--- src/rtl/gpu_pkg.sv ---
// Shared GPU definitions: coordinate/colour widths, the arbiter state
// encoding, default visible-area size and the pixel write record.
package gpu_pkg;

    localparam int COORD_W      = 10;
    localparam int COLOR_W      = 12;
    localparam int GID_W        = 3;
    localparam int H_ACTIVE_DEF = 640;
    localparam int V_ACTIVE_DEF = 480;

    typedef enum logic [0:0] {
        IDLE  = 1'b0,
        ISSUE = 1'b1
    } arb_state_e;

    typedef struct packed {
        logic [COORD_W-1:0] x;
        logic [COORD_W-1:0] y;
        logic [COLOR_W-1:0] color;
    } pixel_wr_t;

    // True when the pixel lies inside the visible area given by the limits.
    function automatic logic pixel_in_bounds(input pixel_wr_t p,
                                             input logic [COORD_W:0] h_lim,
                                             input logic [COORD_W:0] v_lim);
        return ({1'b0, p.x} < h_lim) && ({1'b0, p.y} < v_lim);
    endfunction

endpackage

--- src/rtl/pixel_write_arbiter_rr_pick.sv ---
// Combinational round-robin search: first valid requester at or after the
// pointer, wrapping modulo NUM_REQ. The pointer is always below NUM_REQ.
module rr_pick #(
    parameter int NUM_REQ = 2
) (
    input  logic [NUM_REQ-1:0] i_valid,
    input  logic [2:0]         i_ptr,
    output logic [NUM_REQ-1:0] o_grant_oh,
    output logic [2:0]         o_grant_idx,
    output logic               o_any_valid
);

    logic [7:0] valid_ext_s;
    logic [3:0] idx_s;

    assign valid_ext_s = 8'(i_valid);

    // Walk the requesters starting at the pointer and keep the first hit.
    always_comb begin
        o_grant_idx = 3'd0;
        o_any_valid = 1'b0;
        idx_s       = 4'd0;
        for (int i = 0; i < NUM_REQ; i++) begin
            idx_s = {1'b0, i_ptr} + 4'(i);
            if (idx_s >= 4'(NUM_REQ)) begin
                idx_s = idx_s - 4'(NUM_REQ);
            end else begin
                idx_s = idx_s;
            end
            if (!o_any_valid && valid_ext_s[idx_s[2:0]]) begin
                o_any_valid = 1'b1;
                o_grant_idx = idx_s[2:0];
            end else begin
                o_any_valid = o_any_valid;
            end
        end
    end

    // Expand the winning index into a one-hot grant vector.
    always_comb begin
        o_grant_oh = '0;
        for (int k = 0; k < NUM_REQ; k++) begin
            o_grant_oh[k] = o_any_valid && (o_grant_idx == 3'(k));
        end
    end

endmodule

--- src/rtl/pixel_write_arbiter.sv ---
// Round-robin arbiter sharing the framebuffer pixel-write port between
// NUM_REQ sources. One request is accepted per IDLE cycle, latched, and
// presented downstream until i_wr_ready. Optional feature macro:
// PIXEL_BOUNDS_CHECK_EN drops (and counts) writes outside the visible area.
module pixel_write_arbiter
    import gpu_pkg::*;
#(
    parameter int NUM_REQ  = 2,
    parameter int H_ACTIVE = H_ACTIVE_DEF,
    parameter int V_ACTIVE = V_ACTIVE_DEF
) (
    input  logic                   i_clk,
    input  logic                   i_reset_n,
    input  logic [NUM_REQ-1:0]     i_req_valid,
    output logic [NUM_REQ-1:0]     o_req_ready,
    input  logic [NUM_REQ*10-1:0]  i_req_x,
    input  logic [NUM_REQ*10-1:0]  i_req_y,
    input  logic [NUM_REQ*12-1:0]  i_req_color,
    output logic                   o_wr_valid,
    input  logic                   i_wr_ready,
    output logic [9:0]             o_pixel_x,
    output logic [9:0]             o_pixel_y,
    output logic [11:0]            o_color,
    output logic [2:0]             o_grant_id,
    output logic                   o_busy,
    output logic [15:0]            o_drop_count
);

    localparam logic [COORD_W:0] H_LIM = 11'(H_ACTIVE);
    localparam logic [COORD_W:0] V_LIM = 11'(V_ACTIVE);
`ifdef PIXEL_BOUNDS_CHECK_EN
    localparam logic BOUNDS_EN = 1'b1;
`else
    localparam logic BOUNDS_EN = 1'b0;
`endif

    arb_state_e         state_q, state_d;
    logic [2:0]         rr_ptr_q, rr_ptr_d;
    logic               wr_valid_q, wr_valid_d;
    logic               busy_q, busy_d;
    pixel_wr_t          pix_q, pix_d;
    logic [GID_W-1:0]   grant_id_q, grant_id_d;
    logic [15:0]        drop_count_q, drop_count_d;

    logic [NUM_REQ-1:0] grant_oh_s;
    logic [2:0]         grant_idx_s;
    logic               any_valid_s;
    logic               accept_s;
    logic               drop_s;
    logic [2:0]         ptr_next_s;
    pixel_wr_t          sel_s;

    rr_pick #(.NUM_REQ(NUM_REQ)) u_rr_pick (
        .i_valid     (i_req_valid),
        .i_ptr       (rr_ptr_q),
        .o_grant_oh  (grant_oh_s),
        .o_grant_idx (grant_idx_s),
        .o_any_valid (any_valid_s)
    );

    // Select the granted requester's packed coordinates and colour.
    always_comb begin
        sel_s = '0;
        for (int k = 0; k < NUM_REQ; k++) begin
            if (grant_idx_s == 3'(k)) begin
                sel_s.x     = i_req_x[10*k +: 10];
                sel_s.y     = i_req_y[10*k +: 10];
                sel_s.color = i_req_color[12*k +: 12];
            end else begin
                sel_s = sel_s;
            end
        end
    end

    assign o_req_ready = ((state_q == IDLE) && i_reset_n) ? grant_oh_s : '0;
    assign accept_s    = (state_q == IDLE) && any_valid_s;
    assign drop_s      = BOUNDS_EN && !pixel_in_bounds(sel_s, H_LIM, V_LIM);
    assign ptr_next_s  = (grant_idx_s == 3'(NUM_REQ - 1)) ? 3'd0 : grant_idx_s + 3'd1;

    // Next-state and next-output logic for the IDLE/ISSUE handshake.
    always_comb begin
        state_d      = state_q;
        rr_ptr_d     = rr_ptr_q;
        wr_valid_d   = wr_valid_q;
        busy_d       = busy_q;
        pix_d        = pix_q;
        grant_id_d   = grant_id_q;
        drop_count_d = drop_count_q;
        case (state_q)
            IDLE: begin
                if (accept_s) begin
                    rr_ptr_d = ptr_next_s;
                    if (drop_s) begin
                        drop_count_d = (drop_count_q == 16'hFFFF) ? 16'hFFFF
                                                                  : drop_count_q + 16'd1;
                    end else begin
                        state_d    = ISSUE;
                        wr_valid_d = 1'b1;
                        busy_d     = 1'b1;
                        pix_d      = sel_s;
                        grant_id_d = grant_idx_s;
                    end
                end else begin
                    state_d = IDLE;
                end
            end
            ISSUE: begin
                if (i_wr_ready) begin
                    state_d    = IDLE;
                    wr_valid_d = 1'b0;
                    busy_d     = 1'b0;
                end else begin
                    state_d = ISSUE;
                end
            end
            default: begin
                state_d    = IDLE;
                wr_valid_d = 1'b0;
                busy_d     = 1'b0;
            end
        endcase
    end

    // State and output registers with synchronous active-low reset.
    always_ff @(posedge i_clk) begin
        if (!i_reset_n) begin
            state_q      <= IDLE;
            rr_ptr_q     <= 3'd0;
            wr_valid_q   <= 1'b0;
            busy_q       <= 1'b0;
            pix_q        <= '0;
            grant_id_q   <= 3'd0;
            drop_count_q <= 16'd0;
        end else begin
            state_q      <= state_d;
            rr_ptr_q     <= rr_ptr_d;
            wr_valid_q   <= wr_valid_d;
            busy_q       <= busy_d;
            pix_q        <= pix_d;
            grant_id_q   <= grant_id_d;
            drop_count_q <= drop_count_d;
        end
    end

    assign o_wr_valid   = wr_valid_q;
    assign o_busy       = busy_q;
    assign o_pixel_x    = pix_q.x;
    assign o_pixel_y    = pix_q.y;
    assign o_color      = pix_q.color;
    assign o_grant_id   = grant_id_q;
    assign o_drop_count = drop_count_q;

endmodule

--- config.mk ---
export PLATFORM = sky130hd
export DESIGN_NAME = pixel_write_arbiter
export DESIGN_NICKNAME = d
export VERILOG_FILES = /design/src/rtl/gpu_pkg.sv /design/src/rtl/pixel_write_arbiter_rr_pick.sv /design/src/rtl/pixel_write_arbiter.sv
export SDC_FILE = /design/constraint.sdc
export NUM_CORES = 1
export LEC_CHECK = 0
export CAP_MARGIN = 20
export CORE_AREA = 4 4 82 84
export DETAILED_ROUTE_END_ITERATION = 7
export DIE_AREA = 0 0 86 88
export GPL_TIMING_DRIVEN = 1
export HOLD_SLACK_MARGIN = 0.12
export PLACE_DENSITY_LB_ADDON = 0.05
export SKIP_CTS_REPAIR_TIMING = 1
export SYNTH_ARGS = -nofsm -noshare
export SYNTH_HDL_FRONTEND = slang
export SYNTH_HIERARCHICAL = 1
export SYNTH_SLANG_ARGS = --single-unit
--- constraint.sdc ---
create_clock -name i_clk -period 3.1 [get_ports i_clk]
set_clock_uncertainty 0.2 [all_clocks]
set_input_delay 0.62 -clock i_clk [delete_from_list [all_inputs] [get_ports i_clk]]
set_output_delay 0.62 -clock i_clk [all_outputs]
set_load 0.02 [all_outputs]
# Yosys cells after proc, flatten, opt, wreduce, memory -nomap -nowiden

Index checks and enable logic that the tools add are counted.

Register bits: 40
Bits of input ports: 69
Output and inout port bits: 55
Logic and storage cells: 48

Add/subtract/negate cells: 4
$lt $le $gt $ge: 4
Eq/ne operators: 3
Multiplexer cells: 20
Bitwise operators: 1
Reduce and logical (&&, ||, !) cells: 9

Operators by type and width:

| operator                                                    | count |
|---|---|
| 2-to-1 mux 32 bit                                           | 2 |
| 2-to-1 mux 3 bit                                            | 5 |
| less-than comparator 3 x 4 -> 1 bit (second input constant) | 2 |
| 2-to-1 mux 1 bit                                            | 8 |
| binary-select mux 1 bit (select 3 bit)                      | 2 |
| subtractor 3 x 2 -> 3 bit (second input constant)           | 2 |
| logical AND 1 bit                                           | 5 |
| adder 3 x 1 -> 4 bit (second input constant)                | 1 |
| >= comparator 4 x 2 -> 1 bit (second input constant)        | 1 |
| != test 2 bit (second input constant)                       | 2 |
| case mux 1 bit (2 select lines)                             | 2 |
| AND reduction 2 bit                                         | 2 |
| adder 3 x 1 -> 3 bit (second input constant)                | 1 |
| == test 3 x 1 -> 1 bit (second input constant)              | 1 |
| >= comparator 3 x 2 -> 1 bit (second input constant)        | 1 |
| logical NOT 3 bit                                           | 1 |
| 2-to-1 mux 2 bit                                            | 1 |
| logical NOT 1 bit                                           | 1 |
| NOT 1 bit                                                   | 1 |

# Longest topological paths before layout

Gate-level depths: netlist of the first run.

Depth after elaboration: 11
Depth in mapped cells: 12
Depth with buffers taken out: 9

# Modules after synthesis

The synthesis of the first run kept the hierarchy.

By module, submodules not included:

| module              | times used | cells an instance | area an instance (sq um) | seq. area each (sq um) |
|---|---|---|---|---|
| pixel_write_arbiter | 1          | 198               | 2063.2                   | 800.8 |
| rr_pick             | 1          | 29                | 226.5                    | 0.0 |

# Worst setup path after synthesis of the first run

Ideal clock, no wire load.

Path type: register to register
Start: reg rr_ptr_q[0]
End: reg pix_q, in the netlist o_color[0]
Library setup time: 118 ps
Arrival: 2154 ps
Required time: 2782 ps
Path slack: 627 ps
Stages on the path, launching flop included: 13
Path buffers: 3
Period minus slack after synthesis: 2473 ps
Cell sequence: dfxtp_1 -> buf_4 -> inv_1 -> ha_1 -> nand2b_1 -> mux2i_1 -> nand2_2 -> mux2i_1 -> buf_4 -> buf_6 -> mux2_2 -> a22oi_1 -> nor2b_1

Longest elaborated chain between the ends: 11
Elaborated cells on any way between the ends: 23
Classes of those cells: add/sub (3); order compare (2); eq/ne (1); mux (12); reduce/logical (5)

RTL lines:

| what                                                         | line                              | RTL |
|---|---|---|
| start: declaration                                           | pixel_write_arbiter.sv:38         | `logic [2:0] rr_ptr_q, rr_ptr_d;` |
| start signal: assignment                                     | pixel_write_arbiter.sv:136        | `rr_ptr_q <= rr_ptr_d;` |
| branches (longest 7 deep; another with adder 3 x 1 -> 4 bit) | n/a                               |  |
| 2-to-1 mux 3 bit *                                           | pixel_write_arbiter_rr_pick.sv:30 | `if (!o_any_valid && valid_ext_s[idx_s[2:0]]) begin` |
| via grant_idx_s[0]                                           | pixel_write_arbiter.sv:46         | `logic [2:0] grant_idx_s;` |
| logical NOT 3 bit                                            | pixel_write_arbiter.sv:65         | `if (grant_idx_s == 3'(k)) begin` |
| 2-to-1 mux 32 bit                                            | pixel_write_arbiter.sv:65         |  |
| 2-to-1 mux 32 bit *                                          | pixel_write_arbiter.sv:65         |  |
| end signal: assignment                                       | pixel_write_arbiter.sv:139        | `pix_q <= pix_d;` |
| end: declaration                                             | pixel_write_arbiter.sv:41         | `pixel_wr_t pix_q, pix_d;` |

Mark *: on every way through the listed nets, which the timed path passes. The select of a mux whose other input is x is not followed.
A chain may end at the register's enable or synchronous reset.

# Worst setup path after layout of the first run

Start: in i_req_valid[1]
End: out o_req_ready[1]

Longest elaborated chain between the ends: 9
Elaborated cells on any way between the ends: 13
Classes of those cells: eq/ne (1); mux (9); reduce/logical (3)

RTL lines:

| what                                   | line                              | RTL |
|---|---|---|
| start: declaration                     | pixel_write_arbiter.sv:14         | `input logic [NUM_REQ-1:0] i_req_valid,` |
| binary-select mux 1 bit (select 3 bit) | pixel_write_arbiter_rr_pick.sv:30 |  |
| 2-to-1 mux 1 bit (not written as such) | pixel_write_arbiter_rr_pick.sv:30 |  |
| 2-to-1 mux 1 bit                       | pixel_write_arbiter_rr_pick.sv:30 |  |
| logical NOT 1 bit                      | pixel_write_arbiter_rr_pick.sv:30 |  |
| logical AND 1 bit                      | pixel_write_arbiter_rr_pick.sv:30 |  |
| 2-to-1 mux 3 bit                       | pixel_write_arbiter_rr_pick.sv:30 |  |
| == test 3 x 1 -> 1 bit                 | pixel_write_arbiter_rr_pick.sv:43 | `o_grant_oh[k] = o_any_valid && (o_grant_idx == 3'(k));` |
| logical AND 1 bit *                    | pixel_write_arbiter_rr_pick.sv:43 |  |
| via grant_oh_s[1]                      | pixel_write_arbiter.sv:45         | `logic [NUM_REQ-1:0] grant_oh_s;` |
| 2-to-1 mux 2 bit *                     | pixel_write_arbiter.sv:75         | `assign o_req_ready = ((state_q == IDLE) && i_reset_n) ? grant_oh_s : '0;` |
| end: declaration                       | pixel_write_arbiter.sv:15         | `output logic [NUM_REQ-1:0] o_req_ready,` |

The timed path passes the listed nets; every way through them passes the cells marked *. The select of a mux whose other input is x is not followed.

==> results.py, run 1 <==
metrics = {
    "run_status": {
        "status": "completed",
    },
    "synth": {
        "synth_top_cell_by_area": "dfxtp_1",
        "syn_area_per_cell_um2": 10.09,
        "synth_top_area_frac": 0.3497,
        "yosysWarnings": 6,
        "synth_seq_cells": 40,
        "synth_most_common_cell": "dfxtp_1",
        "yosys.area_share.simple": 0.1443,
        "synth_xor_xnor_area_share": 0.007650,
        "synthesis.area_mm2": 0.002290,
        "synthDistinctLibCells": 27,
        "synth.mux.area_fraction": 0.1885,
        "netlist_top_cells_count": "40 x dfxtp_1, 34 x nor2b_1, 33 x mux2_2",
        "synth_compound_area_frac": 0.1437,
        "synth_top_family_by_area": "multiplexers",
        "yosysSeqAreaShare": 0.3497,
        "synthTopCellsByArea": "dfxtp_1 35%, mux2_2 16%, a22oi_1 10%",
        "synthArstFlopShare": 0,
        "synthAdderAreaFrac": 0.02732,
        "ys.flop_type": "dfxtp_1",
        "synthCells": 227,
        "synth_edf_count": 0,
    },
    "floorplan": {
        "die_x_um": 86,
        "die_h_um": 88,
        "dieArea_mm2": 0.007568,
        "core_area_mm2": 0.005921,
        "io_pins": 124,
        "fp-row-count": 28,
        "start_util": 0.3867,
    },
    "worst_setup_path": {
        "worstSetupPathType": "input port to output pin",
        "critPathSlowestCell": "clkdlybuf4s50_1",
        "cpMostUsedCell": "mux2i_1",
        "critPathCaptureType": "output pin",
        "worstPathCellList": "clkdlybuf4s50_1 -> mux2i_1 -> a21oi_2 -> nand2_2 -> mux2i_1 -> and3b_1 -> dlymetal6s2s_1",
        "required_ns": 2.28,
        "r2r_cells": 11,
        "worstReg2RegStart": "rr_ptr_q[1]",
        "r2r_slack_ns": 0.50,
        "start_kind": "input port",
        "crit_arrival_ns": 1.97,
        "cp_max_fo": 3,
        "reg2reg_to": "o_color[11]",
        "cp_slowest_stage_delay_ns": 0.44,
    },
    "pwr": {
        "clkPwrFrac": 0.161,
        "p_comb_frac": 0.600,
        "finalPower_mw": 2.858,
        "power.switching_mw": 1.078,
        "p_per_area_mw_per_mm2": 820.6,
        "static-leakage-power_nw": 1.338,
        "peakVddDrop_mv": 0.5945,
        "power.internal_mw": 1.780,
        "pwr-share-seq": 0.239,
        "swShare": 0.3771,
    },
    "detailed_routing": {
        "wl_um": 5540,
        "drt-initial-drc-count": 45,
        "drtAntennaViolNets": 0,
        "vias_per_cell": 4.680,
        "wire_per_inst_um": 13.51,
        "drc": 0,
        "via_count": 1919,
        "first_pass_iters": 4,
    },
    "finish": {
        "drive_gt1_frac": 0.1761,
        "fillerInstances": 541,
        "finalNetCount": 408,
        "finish.utilization": 0.5883,
        "antenna_cells": 0,
        "area_growth_pct": 52.13,
        "fin_cells": 410,
    },
    "global_routing": {
        "grt_antenna_before_repair": 0,
        "grt_overflow_total": 0,
        "grt_max_degree": 41,
        "grt_pass1_vias": 1863,
        "track_usage": 0.1447,
        "grt_pass1_wl_um": 8694,
    },
    "timing": {
        "hold_violations": 0,
        "setup_tns_ns": 0,
        "rsz0062_at_grt": "false",
        "fmax_mhz": 357.8,
        "finalMaxSlewViolations": 0,
        "finalSetupViolCount": 0,
        "final.min_clock_period_ns": 2.795,
        "min_period_over_period": 0.9015,
    },
    "placed_design": {
        "place.gp.congestion": 0.7580,
        "hpwlAfterDp_um": 4154,
        "port_buffers": 107,
        "place.detailed.instances": 402,
    },
    "cts": {
        "cts_buffers": 5,
        "htree_levels": 2,
        "cts_root_buf": "clkbuf_8",
        "clkTransAtPathRegs_ns": 0.07,
        "clock_latency_ns": 0.28,
        "cts_tree": "done",
        "cts.path.max_buffers": 2,
        "clock_sink_count": 40,
    },
    "job": {
        "cap_violations": 0,
    },
    "worst_hold_path": {
        "hp-start": "o_grant_id[0]",
        "hold_depth": 2,
        "holdPathEnd": "o_grant_id[0]",
        "min_path_type": "flop to flop",
    },
}
power groups by stage:
stage | Clock [mW] | Combinational, mW | Sequential (mW)
after global routing | 0.498 | 1.88 | 0.700
after floorplan | 0 | 1.21 | 0.781
final | 0.460 | 1.72 | 0.683
after global placement | 0 | 1.74 | 0.691
after detailed placement | 0 | 1.74 | 0.695
after CTS | 0.474 | 1.75 | 0.684
registers in the layout, summed over array words and instances, names as in the netlist:
| name | cells |
|---|---|
| o_pixel_y | 10 |
| o_color | 12 |
| rr_ptr_q | 3 |
| o_grant_id | 3 |
| o_busy | 1 |
| o_pixel_x | 10 |
| state_q | 1 |
metrics by stage:
stage	setup slack [ns]	instance area, µm²	hold WS, ns
2_1_floorplan	0.6273	2350	0.3386
3_3_place_gp	-0.02921	3351	0.2520
3_5_place_dp	-0.07039	3351	0.2697
4_1_cts	-0.1503	3477	0.2802
5_1_grt	0.1469	3483	0.2992
6_report	0.3053	3483	0.2725
per-layer routing:
metal,wire (µm),global-route usage
met5,0,0
met3,549,0.04516
met2,2573,0.2439
met1,2339,0.1740
met4,78,0.05180
critical path: cells and delay by family:
kind	cells	cell delay, ns
compound gates	1	0.05
buf+inv	2	0.67
mux	2	0.37
simple gates	2	0.27
worst max-delay path by stage:
stage	from	end	slack, ns
floorplan	rr_ptr_q[0]	o_color[0]	0.63
detailed placement	i_req_valid[1]	o_req_ready[1]	-0.07
global route	rr_ptr_q[1]	o_req_ready[1]	0.15
CTS	rr_ptr_q[1]	o_req_ready[1]	-0.15
global placement	i_req_valid[1]	o_req_ready[1]	-0.03
finish	i_req_valid[1]	o_req_ready[1]	0.31
area by class of cell:
type	instances	area, µm²	area share
inverters	3	11.26	0.003233
well taps	75	93.84	0.02694
flip-flops and latches	40	802.0	0.2302
repair buffers	120	1199	0.3441
clock buffers	7	96.34	0.02766
clock inverters	1	30.03	0.008621
multi-input cells	164	1251	0.3592
cells in the final DEF, fill, tap and decap left out, types with 2 or more instances in the layout:
cell / n
nand4_1: 2
buf_4: 11
nand2b_1: 2
dfxtp_1: 39
nand2_1: 12
and3b_1: 2
ha_1: 5
mux2_2: 33
o21ai_0: 3
nor2b_1: 34
buf_12: 2
clkdlybuf4s50_1: 105
a21oi_1: 4
clkbuf_8: 7
a21boi_0: 3
inv_1: 3
a22oi_1: 32
dlymetal6s2s_1: 2
mux2i_1: 5
conb_1: 18
cell families after synthesis:
logic type / after synthesis
xor gates and xnor gates: 2
adders and majority gates: 5
buffers and inverters: 39
and+or+nand+nor: 54
other: 2
DFF: 40
AOI/OAI and AO/OA: 46
muxes: 39
Note: power is estimated with default switching activity, not from simulation.
==> inputs of run 2 (changes only) <==
MAX_ROUTING_LAYER = met4   (was default)
SLEW_MARGIN = 15   (was default)
==> results.py, run 2 (same netlist as run 1, synthesis figures left out) <==
metrics = {
    "finish": {
        "fillerInstances": 541,
        "regArea_um2": 802.0,
        "antenna_cells": 0,
        "area_growth_pct": 52.13,
        "finish.utilization": 0.5883,
        "final_cell_mix": "105 x clkdlybuf4s50_1, 39 x dfxtp_1, 34 x nor2b_1, 33 x mux2_2, 32 x a22oi_1",
        "multi_input_area_mm2": 0.001251,
        "drive_gt1_frac": 0.1761,
        "final_common_cell": "clkdlybuf4s50_1",
        "finalNetCount": 408,
        "largest_reg_flops": 12,
    },
    "run_status": {
        "status": "completed",
    },
    "worst_setup_path": {
        "start_kind": "input port",
        "cpMostUsedCell": "mux2i_1",
        "r2r_slack_ns": 0.50,
        "worstSetupPathType": "input port to output pin",
        "critPathCaptureType": "output pin",
        "cp_slowest_stage_delay_ns": 0.44,
        "cp_max_fo": 3,
        "critPathSlowestCell": "clkdlybuf4s50_1",
        "crit_arrival_ns": 1.97,
        "worstPathCellList": "clkdlybuf4s50_1 -> mux2i_1 -> a21oi_2 -> nand2_2 -> mux2i_1 -> and3b_1 -> dlymetal6s2s_1",
        "cp_num_buf_inv": 2,
        "critical-path-top-delay-family": "buffers and inverters",
        "required_ns": 2.28,
    },
    "cts": {
        "htree_levels": 2,
        "clkTransAtPathRegs_ns": 0.07,
        "clock_sink_count": 40,
        "cts_tree": "done",
        "clock_latency_ns": 0.28,
        "cts_buffers": 5,
        "cts_root_buf": "clkbuf_8",
        "cts.path.max_buffers": 2,
    },
    "pwr": {
        "p_per_area_mw_per_mm2": 820.8,
        "peakVddDrop_mv": 0.5946,
        "clkPwrFrac": 0.161,
        "finalPower_mw": 2.859,
        "pwr-share-seq": 0.239,
        "p_comb_frac": 0.600,
        "power.switching_mw": 1.079,
        "swShare": 0.3773,
        "power.internal_mw": 1.780,
        "static-leakage-power_nw": 1.338,
    },
    "worst_hold_path": {
        "min_path_type": "flop to flop",
    },
    "job": {
        "cap_violations": 0,
    },
    "timing": {
        "hold_violations": 0,
        "finalSetupViolCount": 0,
        "fmax_mhz": 357.8,
        "finalMaxSlewViolations": 0,
        "rsz0062_at_grt": "false",
        "final.min_clock_period_ns": 2.795,
        "min_period_over_period": 0.9015,
    },
    "detailed_routing": {
        "drtAntennaViolNets": 0,
        "drt-initial-drc-count": 50,
        "vias_per_cell": 4.680,
        "drc": 0,
        "wl_um": 5542,
        "via_count": 1919,
        "first_pass_iters": 4,
        "wire_per_inst_um": 13.52,
    },
    "global_routing": {
        "grt_antenna_before_repair": 0,
        "grt_overflow_total": 0,
        "grt_pass1_vias": 1862,
        "track_usage": 0.1493,
        "grt_pass1_wl_um": 8694,
        "grt_max_degree": 41,
    },
    "floorplan": {
        "dieArea_mm2": 0.007568,
        "die_x_um": 86,
        "die_h_um": 88,
        "io_pins": 124,
        "fp-row-count": 28,
        "core_area_mm2": 0.005921,
        "start_util": 0.3867,
    },
    "placed_design": {
        "hpwlAfterDp_um": 4154,
        "place.gp.congestion": 0.7679,
        "port_buffers": 107,
    },
}
[run 2: cell counts in the layout (fill, tap and decap cells not counted)]
No cell type changed its count.
[run 2: per-stage QoR]
step	cell area [µm²]	setup TNS, ns	hold slack [ns]	setup WS (ns)	std cells
after global routing	3483	0	0.2992	0.1469	410
after global placement	3351	-0.05583	0.2520	-0.02921	402
after CTS	3477	-0.2796	0.2802	-0.1503	410
final	3483	0	0.2725	0.3053	410
after floorplan	2350	0	0.3386	0.6273	243
after detailed placement	3351	-0.1205	0.2697	-0.07039	402
[run 2: path summary, 6_finish.rpt]
kind                   from              to  depth (start not counted)
max          i_req_valid[1]  o_req_ready[1]                          7
min           o_grant_id[0]   o_grant_id[0]                          2
max reg2reg     rr_ptr_q[1]     o_color[11]                         11
min reg2reg   o_grant_id[0]   o_grant_id[0]                          2
[run 2: area by class of cell]
cell class                      count  share of cell area
Sequential cell                    40              0.2302
Timing Repair Buffer              120              0.3441
Clock buffer                        7             0.02766
Tap cell                           75             0.02694
Clock inverter                      1            0.008621
Inverter                            3            0.003233
Multi-Input combinational cell    164              0.3592
[run 2: per-layer routing]
metal	up-vias	global-route usage	share of wire	wire [µm]
li1	970	-	-	-
met1	848	0.1768	0.43	2361
met2	94	0.2439	0.46	2571
met3	7	0.04045	0.095	529
met4	0	0.05180	0.014	80
met5	-	-	0	0
[run 2: worst reg2reg max path, stage by stage (launching register included)]
cell and delay [ns]:
dfxtp_2 0.39, inv_1 0.07, ha_1 0.22, nand2b_1 0.09
mux2i_1 0.22, nand2_2 0.11, buf_4 0.16, mux2i_4 0.24
buf_12 0.19, mux2_2 0.35, a22oi_1 0.17, nor2b_1 0.07
[run 2: power by group through the flow]
stage / combinational, mW / sequential, mW / clock, mW
global route: 1.88 / 0.700 / 0.498
CTS: 1.75 / 0.684 / 0.474
global placement: 1.74 / 0.691 / 0
finish: 1.72 / 0.683 / 0.460
detailed placement: 1.74 / 0.695 / 0
floorplan: 1.21 / 0.781 / 0
==> inputs of run 3 (changes only) <==
CORE_AREA = 4 4 86 88   (was 4 4 82 84)
DIE_AREA = 0 0 90 92   (was 0 0 86 88)
clock period = 2.5 ns   (was 3.1 ns; I/O delays follow)
==> results.py, run 3 (same netlist as run 1, synthesis figures left out) <==
metrics = {
    "pwr": {
        "static-leakage-power_nw": 1.518,
        "p_comb_frac": 0.712,
        "swShare": 0.3892,
        "peakVddDrop_mv": 0.7982,
        "power.switching_mw": 1.780,
        "pwr-share-seq": 0.191,
        "finalPower_mw": 4.572,
        "clkPwrFrac": 0.096,
        "p_per_area_mw_per_mm2": 1143,
        "power.internal_mw": 2.792,
    },
    "placed_design": {
        "port_buffers": 107,
        "placedInstanceArea_mm2": 0.003420,
        "hpwlAfterDp_um": 4117,
        "place.gp.congestion": 0.7586,
    },
    "cts": {
        "cts_buffers": 5,
        "htree_levels": 2,
        "cts_root_buf": "clkbuf_8",
        "clock_sink_count": 40,
        "clock_latency_ns": 0.29,
        "cts_tree": "done",
        "cts.path.max_buffers": 2,
        "clkTransAtPathRegs_ns": 0.08,
    },
    "detailed_routing": {
        "first_pass_iters": 4,
        "wl_um": 6626,
        "drtAntennaViolNets": 0,
        "drt-initial-drc-count": 34,
        "vias_per_cell": 4.725,
        "via_count": 2027,
        "drc": 0,
        "wire_per_inst_um": 15.45,
    },
    "global_routing": {
        "grt_overflow_total": 0,
        "grt_antenna_before_repair": 0,
        "grt_pass1_vias": 1925,
        "grt_pass1_wl_um": 9239,
        "grt_max_degree": 41,
        "track_usage": 0.1391,
    },
    "floorplan": {
        "dieArea_mm2": 0.008280,
        "core_area_mm2": 0.006644,
        "io_pins": 124,
        "fp-row-count": 30,
        "die_h_um": 92,
        "start_util": 0.3446,
        "die_x_um": 90,
    },
    "timing": {
        "hold_ws_ns": 0.2723,
        "hold_violations": 0,
        "final.min_clock_period_ns": 2.493,
        "fmax_mhz": 401.1,
        "setup_tns_ns": 0,
        "rsz0062_at_grt": "true",
        "finalMaxSlewViolations": 0,
        "finalSetupViolCount": 0,
        "min_period_over_period": 0.9974,
    },
    "finish": {
        "final_cell_mix": "105 x clkdlybuf4s50_1, 37 x dfxtp_1, 34 x nor2b_1, 31 x a22oi_2, 27 x mux2_4",
        "finalNetCount": 422,
        "antenna_cells": 0,
        "drive_gt1_frac": 0.3410,
        "fillerInstances": 608,
        "stdcell_area_mm2": 0.004001,
        "finish.utilization": 0.6023,
        "area_growth_pct": 74.75,
        "final_common_cell": "clkdlybuf4s50_1",
        "largest_reg_flops": 12,
    },
    "worst_hold_path": {
        "holdPathEnd": "o_grant_id[1]",
        "hold_depth": 2,
        "min_path_type": "flop to flop",
        "hp-start": "o_grant_id[1]",
    },
    "worst_setup_path": {
        "required_ns": 2.48,
        "worstSetupPathType": "input port to flop",
        "cp_max_fo": 7,
        "critPathCaptureType": "flop",
        "reg2reg_to": "o_color[3]",
        "start_kind": "input port",
        "r2r_cells": 11,
        "worstReg2RegStart": "rr_ptr_q[1]",
        "r2r_slack_ns": 0.02,
        "crit_arrival_ns": 2.47,
    },
    "job": {
        "cap_violations": 0,
    },
    "run_status": {
        "status": "completed",
    },
}
## run 3: changes by cell type in the layout (fill, tap and decap cells not counted), moves of 4 or more
cell,previous run,this run
buf_6,0,4
buf_4,11,16
mux2_4,0,27
a22oi_2,0,31
mux2_2,33,6
ha_1,5,1
a22oi_1,32,1
## run 3: cell type report
cell class | instances | area, µm² | share of cell area
Timing Repair Buffer | 134 | 1406 | 0.3515
Inverter | 3 | 11.26 | 0.002814
Multi-Input combinational cell | 164 | 1587 | 0.3965
Tap cell | 80 | 100.1 | 0.02502
Sequential cell | 40 | 807.0 | 0.2017
Clock buffer | 8 | 90.09 | 0.02251
## run 3: power by group through the flow
stage | clock network (mW) | logic [mW] | registers [mW]
after floorplan | 0 | 1.50 | 0.969
after detailed placement | 0 | 2.28 | 0.861
after CTS | 0.459 | 2.30 | 0.849
final | 0.439 | 3.26 | 0.875
after global routing | 0.482 | 3.48 | 0.896
after global placement | 0 | 2.29 | 0.860
## run 3: stage by stage
stage	instances	setup slack (ns)
CTS	420	-0.5662
detailed placement	412	-0.3893
global route	429	-0.08856
global placement	412	-0.3628
finish	429	0.006588
floorplan	243	0.02729
## run 3: how the worst max path moves through the flow
stage	from	to	slack, ns	cells after the start
after CTS	rr_ptr_q[1]	o_req_ready[1]	-0.57	8
after global routing	rr_ptr_q[1]	o_color[6]	-0.09	12
final	i_req_valid[1]	o_color[3]	0.007	11
after floorplan	rr_ptr_q[0]	o_color[0]	0.03	12
after detailed placement	i_req_valid[1]	o_req_ready[1]	-0.39	7
after global placement	i_req_valid[1]	o_req_ready[1]	-0.36	7
## run 3: layer usage
layer	vias to the layer above	track usage	share of wire
met3	6	0.04594	0.074
met4	0	0.04209	0.012
met1	950	0.1647	0.45
met2	77	0.2253	0.47
li1	994	-	-
met5	-	-	0
## run 3: critical path: stages
cell	delay (ns)
clkdlybuf4s50_1	0.43
mux2i_2	0.17
a21oi_2	0.05
nand2_2	0.11
buf_6	0.12
mux2i_4	0.23
buf_12	0.17
clkbuf_16	0.16
mux2_4	0.30
a22oi_2	0.16
nor2b_1	0.06
